$ cat config.mk
export PLATFORM = sky130hd
export DESIGN_NAME = feed_scheduler
export DESIGN_NICKNAME = d
export VERILOG_FILES = /design/src/rtl/feed_scheduler.sv
export SDC_FILE = /design/constraint.sdc
export NUM_CORES = 1
export LEC_CHECK = 0
export ABC_AREA = 0
export BUFFER_PORTS_ARGS = -buffer_cell sky130_fd_sc_hd__buf_2
export CAP_MARGIN = 20
export CORE_AREA = 2 2 60 62
export CTS_BUF_LIST = sky130_fd_sc_hd__clkbuf_8
export DETAILED_ROUTE_END_ITERATION = 10
export DIE_AREA = 0 0 62 64
export PLACE_DENSITY = 0.72
export REMOVE_ABC_BUFFERS = 1
export SLEW_MARGIN = 25
export SYNTH_ARGS = -nofsm -noshare
export SYNTH_HDL_FRONTEND = slang
export SYNTH_SLANG_ARGS = --single-unit
$ cat constraint.sdc
create_clock -name clk -period 2.3 [get_ports clk]
set_input_delay 0.23 -clock clk [delete_from_list [all_inputs] [get_ports clk]]
set_output_delay 0.23 -clock clk [all_outputs]
set_load 0.01 [all_outputs]
$ cat src/rtl/feed_scheduler.sv
// Pet feeder dispense controller: button synchronizer/debouncer, periodic auto-feed
// timer, one-deep request flags and an IDLE/DISPENSE/COOLDOWN motor sequencer.
module feed_scheduler #(
    parameter int unsigned PERIOD          = 1000,
    parameter int unsigned DISPENSE_CYCLES = 50,
    parameter int unsigned COOLDOWN_CYCLES = 100,
    parameter int unsigned DEBOUNCE_CYCLES = 8
) (
    input  logic       clk,
    input  logic       reset,
    input  logic       btn,
    input  logic       enable,
    output logic       motor_on,
    output logic       busy,
    output logic       last_src,
    output logic [7:0] feed_count
);

    localparam int unsigned TW     = $clog2(PERIOD);
    localparam int unsigned DW     = $clog2(DEBOUNCE_CYCLES + 1);
    localparam int unsigned PH_MAX = (DISPENSE_CYCLES > COOLDOWN_CYCLES) ? DISPENSE_CYCLES : COOLDOWN_CYCLES;
    localparam int unsigned PW     = $clog2(PH_MAX + 1);

    localparam logic [TW-1:0] TIMER_LAST = TW'(PERIOD - 1);
    localparam logic [DW-1:0] DEB_LAST   = DW'(DEBOUNCE_CYCLES - 1);
    localparam logic [PW-1:0] DISP_LAST  = PW'(DISPENSE_CYCLES - 1);
    localparam logic [PW-1:0] COOL_LAST  = PW'(COOLDOWN_CYCLES - 1);

    typedef enum logic [1:0] {IDLE, DISPENSE, COOLDOWN} state_t;

    state_t        state, state_nx;
    logic [PW-1:0] phase, phase_nx;
    logic          sync1, sync2, deb;
    logic [DW-1:0] deb_cnt;
    logic [TW-1:0] timer;
    logic          manual_pend, auto_pend;
    logic          deb_rise, auto_event, accept;

    assign deb_rise   = sync2 && !deb && (deb_cnt == DEB_LAST);
    assign auto_event = enable && (timer == TIMER_LAST);
    assign accept     = (state == IDLE) && (manual_pend || auto_pend);

    always_ff @(posedge clk) begin
        if (reset) begin
            sync1   <= 1'b0;
            sync2   <= 1'b0;
            deb     <= 1'b0;
            deb_cnt <= '0;
        end else begin
            sync1 <= btn;
            sync2 <= sync1;
            if (sync2 == deb) begin
                deb_cnt <= '0;
            end else if (deb_cnt == DEB_LAST) begin
                deb     <= sync2;
                deb_cnt <= '0;
            end else begin
                deb_cnt <= deb_cnt + 1'b1;
            end
        end
    end

    always_ff @(posedge clk) begin
        if (reset || !enable)
            timer <= '0;
        else if (timer == TIMER_LAST)
            timer <= '0;
        else
            timer <= timer + 1'b1;
    end

    // A set flag is consumed by accept (a coincident event merges into it);
    // a clear flag takes the new event even on the accept edge.
    always_ff @(posedge clk) begin
        if (reset) begin
            manual_pend <= 1'b0;
            auto_pend   <= 1'b0;
        end else begin
            manual_pend <= manual_pend ? !accept : deb_rise;
            auto_pend   <= !enable ? 1'b0 : (auto_pend ? !accept : auto_event);
        end
    end

    always_ff @(posedge clk) begin
        if (reset) begin
            state      <= IDLE;
            phase      <= '0;
            last_src   <= 1'b0;
            feed_count <= '0;
        end else begin
            state <= state_nx;
            phase <= phase_nx;
            if (accept) begin
                last_src <= manual_pend;
                if (feed_count != 8'd255)
                    feed_count <= feed_count + 8'd1;
            end
        end
    end

    always_comb begin
        state_nx = state;
        phase_nx = phase;
        case (state)
            IDLE: begin
                if (accept) begin
                    state_nx = DISPENSE;
                    phase_nx = '0;
                end
            end
            DISPENSE: begin
                if (phase == DISP_LAST) begin
                    state_nx = COOLDOWN;
                    phase_nx = '0;
                end else begin
                    phase_nx = phase + 1'b1;
                end
            end
            COOLDOWN: begin
                if (phase == COOL_LAST) begin
                    state_nx = IDLE;
                    phase_nx = '0;
                end else begin
                    phase_nx = phase + 1'b1;
                end
            end
            default: begin
                state_nx = IDLE;
                phase_nx = '0;
            end
        endcase
    end

    assign motor_on = (state == DISPENSE);
    assign busy     = (state != IDLE);

endmodule

* Word-level counts from Yosys, hierarchy flattened *
Index checks and enable logic that the tools add are counted.

operators by class
  reductions and logical operators = 17
  bitwise gates (word level) = 2
  add/sub/neg operators = 4
  mux-type cells = 10
  equality and inequality tests = 11

operators by type and width
  operator                 count
  $mux W7                  3
  $pmux W7 S3              1
  $add A10 B1 Y10 const B  1
  $eq A10 B10 Y1 const B   1
  $add A8 B1 Y8 const B    1
  $ne A8 B8 Y1 const B     1
  $add A7 B1 Y7 const B    1
  $eq A7 B6 Y1 const B     1
  $eq A7 B7 Y1 const B     1
  $mux W2                  3
  $pmux W2 S3              1
  $add A4 B1 Y4 const B    1
  $eq A4 B3 Y1 const B     1
  $logic_and A1 B1 Y1      4
  $ne A2 B2 Y1 const B     2
  $reduce_and A2 Y1        2
  $reduce_or A2 Y1         2
  $logic_not A1 Y1         3
  $reduce_and A3 Y1        1
  $reduce_or A3 Y1         1
  $eq A2 B1 Y1 const B     1
  $eq A2 B2 Y1 const B     1
  $logic_not A2 Y1         1
  $logic_or A1 B1 Y1       2
  5 further kinds          7

word-level totals
  flip-flop bits (word level) = 37
  word-level logic and storage cells = 55
  input port bits = 4

* Depth between registers and ports, before layout *
  depth after elaboration = 4
  depth in mapped cells = 6
  gate-level depth less buffers = 6

* Worst setup path after synthesis *
Ideal clock, no wire load.

  path type = reg2reg
  start point = register phase[0]
  end point = register state[0]
  setup time = 0.072 ns
  period minus slack after synthesis = 1.622 ns
  cell stages (with the launch flop) = 6
  setup slack = 0.678 ns
  arrival = 1.550 ns
  required time = 2.228 ns
  cells stage by stage = dfxtp_1 -> ha_1 -> or4b_1 -> o21a_2 -> nor3_4 -> mux2i_1

between the ends
  cells in the longest elaborated chain, start to end = 3

RTL lines
  item                                                           line      text
  start, declared                                                32        logic [PW-1:0] phase, phase_nx;
  start signal, assigned                                         92        phase <= phase_nx;
  $eq A7 B7 Y1 or $eq A7 B6 Y1 (tied branches)                   120, 112
  $ne A2 B2 Y1 (no source line) or $ne A2 B1 Y1 (tied branches)  -
  $reduce_and A3 Y1 (no source line) *                           -
  end signal, assigned                                           91        state <= state_nx;
  end, declared                                                  31        state_t state, state_nx;

Mark *: on every way between the ends. The rest lies on a longest branch, timed or not.
A chain may end at the register's enable or synchronous reset.

* Worst setup path after layout *
  start point = register state[0]
  end point = register feed_count[5]

between the ends
  cells in the longest elaborated chain, start to end = 3

RTL lines
  item                                line  text
  $logic_not A2 Y1                    41    assign accept = (state == IDLE) && (manual_pend || auto_pend);
  $logic_and A1 B1 Y1                 41
  $reduce_and A2 Y1 (no source line)  -
  end signal, assigned                96    feed_count <= feed_count + 8'd1;
  end, declared                       16    output logic [7:0] feed_count

No other way between the ends.

==> results.json <==
{
  "drv_cap": 0,
  "relSlewSlack_pct": 55.1,
  "fp.dieW_microns": 62,
  "gp_congestion": 0.854,
  "synth_top_area_share_pct": 42.3,
  "crit_type": "flop to flop",
  "holdBufCountCts": 0,
  "dieArea_sq_um": 3970,
  "clk_pin_slew_ns": 0.07,
  "clk_latency_ns": 0.29,
  "ys_seq_area_share_pct": 42.3,
  "final_core_utilization_pct": 60.5,
  "status": "completed",
  "tritoncts": "built",
  "grt_pass1_wl_microns": 5650,
  "hold_class": "input port to flop",
  "syn_inst": 192,
  "routed_via_density": 5.31,
  "drtPass1Iterations": 4,
  "cts-root-buf": "clkbuf_8",
  "hold_viol": 0,
  "synth_ff_type": "dfxtp_1",
  "wl_microns": 3160,
  "min_path_cells": 2,
  "met3_usage_pct": 7.29,
  "synth_common_cells": "dfxtp_1 (37), nor2_1 (24), nand2_1 (14), xnor2_1 (12), inv_1 (11)",
  "grt_remaining_overflow": 0,
  "ys_async_sr_fraction_pct": 0,
  "synth_edf_count": 0,
  "fillers": 299,
  "crit_required_ns": 2.46,
  "grt_pass1_vias": 1374,
  "avgSynthCellArea_sq_um": 9.12,
  "period_minus_slack_ns": 1.84,
  "setup_tns_ns": 0,
  "io_buffers": 14,
  "die-height_microns": 64,
  "ys_seq_elements": 37,
  "routedWlPerCell_microns": 12.2,
  "core_area_sq_um": 3280,
  "antennaDiodeCount": 0,
  "cp-end-kind": "flop",
  "layout-drive-gt1-share_pct": 12.3,
  "grt_setup_unrepaired": "no",
  "globalRouteTotalUtil_pct": 19.0,
  "dp_hpwl_microns": 2360,
  "synth_area_leaders": "dfxtp_1 (42%), ha_1 (7.1%), xnor2_1 (6.0%), nor2_1 (5.1%), nand2_1 (3.0%)",
  "worst_setup_path_start_kind": "flop",
  "finalSetupViolCount": 0,
  "worstPathArrival_ns": 2.00,
  "cts.path.max_buffers": 2,
  "ys_warn_count": 0,
  "cts.sinks": 37,
  "syn_to_final_growth_pct": 13.5,
  "drv_slew": 0,
  "grt_max_degree": 30,
  "antenna_found_initial": 0,
  "max_freq_mhz": 544,
  "synth_top_area_cell": "dfxtp_1",
  "met1_usage_pct": 20.9,
  "fin_crit_sh_pct": 80.0,
  "ys_types": 42,
  "clock_skew_ns": 0.00422,
  "numCtsBuffers": 5,
  "cts_setup_buffers": 0,
  "worst-r2r-cell-count": 6,
  "fin_nets": 225,
  "tightest_slew_ns": 0.657,
  "syn_area_sq_um": 1750,
  "worstPathMaxFanout": 9,
  "pin_count": 15,
  "grt_use_met2_pct": 32.7,
  "yosysMostFrequentCell": "dfxtp_1",
  "rows": 21,
  "busiest_layer": "met2",
  "power_density_nw_per_um2": 749,
  "ant_nets": 0,
  "htreeDepth": 2,
  "drcViolationCount": 0,
  "power.leakage_nw": 0.734,
  "start_util_pct": 53.3,
  "drt_iter0_markers": 70,
  "vias": 1370,
  "cts_resized": 0,
  "peakVddDrop_v": 0.000504
}
[flip-flops by register name (all words and copies together), names as in the netlist]
name / count
feed_count: 8
deb_cnt: 4
phase: 7
auto_pend: 1
state: 2
last_src: 1
manual_pend: 1
deb: 1
sync2: 1
sync1: 1
timer: 10
[layer usage]
layer  vias up  part of all wire (%)
li1        710                     -
met1       646                    43
met2        10                    52
met3         4                   2.7
met4         0                   1.5
met5         -                     0
[worst max-delay path, stage by stage, from the launching register on]
cell and delay (ns):
dfxtp_1 0.33, inv_1 0.10, ha_1 0.24, o21ai_1 0.23, a2111oi_0 0.58, xnor2_1 0.19
nor2_1 0.05
[area by class of cell]
class	instances	area (sq um)	share of cell area (%)
flip-flops and latches	37	741	37.3
clock inverters	2	33.8	1.70
repair buffers	15	77.6	3.90
multi-input cells	141	953	48.0
clock buffers	6	82.6	4.16
inverters	11	41.3	2.08
well taps	46	57.6	2.90
[worst paths after layout]
kind                            startpoint             to  slack [ns]
worst min register to register  deb_cnt[0]     deb_cnt[0]        0.46
worst max-delay path              state[0]  feed_count[5]        0.46
worst min-delay path                   btn          sync1        0.15
worst max register to register    state[0]  feed_count[5]        0.46
[cell families after synthesis]
| kind of cell | after synthesis | share of synthesized area [%] |
|---|---|---|
| fa+ha+maj | 10 | 7.15 |
| flops | 37 | 42.3 |
| mux | 5 | 2.86 |
| buf+inv | 14 | 3.22 |
| simple gates | 82 | 25.2 |
| compound gates | 28 | 11.3 |
| xor+xnor | 16 | 8.01 |
[placed cells by master (no fill, tap or decap), drive strengths merged, types with 2 or more instances in the layout]
cell type	instances
a211oi	3
o21ai	2
a22oi	3
nor2b	5
or4	2
a21o	2
o21a	3
nor2	24
or2b	2
buf	15
clkbuf	6
nand2	14
inv	12
and3b	2
nand3	7
o211ai	2
o221ai	2
xor2	4
a2111oi	2
nor3	9
dfxtp	37
xnor2	12
ha	10
a21oi	7
nand2b	4
nand3b	2
nor3b	2
mux2i	5
nand4	2
[per-stage QoR]
| stage | instance area [sq um] | setup slack (ns) | total power, W | cells | hold slack, ns |
|---|---|---|---|---|---|
| CTS | 1990 | 0.397 | 0.00151 | 258 | 0.136 |
| floorplan | 1740 | 0.678 | 0.000858 | 189 | 0.299 |
| finish | 1990 | 0.461 | 0.00149 | 258 | 0.151 |
| global route | 1990 | 0.172 | 0.00157 | 258 | 0.146 |
| detailed placement | 1870 | 0.480 | 0.000937 | 250 | 0.438 |
| global placement | 1870 | 0.602 | 0.000927 | 250 | 0.423 |
[power by group]
part	internal, W	switching [W]
logic	0.000111	0.000147
registers	0.000654	0.00000964
clock network	0.000349	0.000218
(Power assumes the default switching activity.)
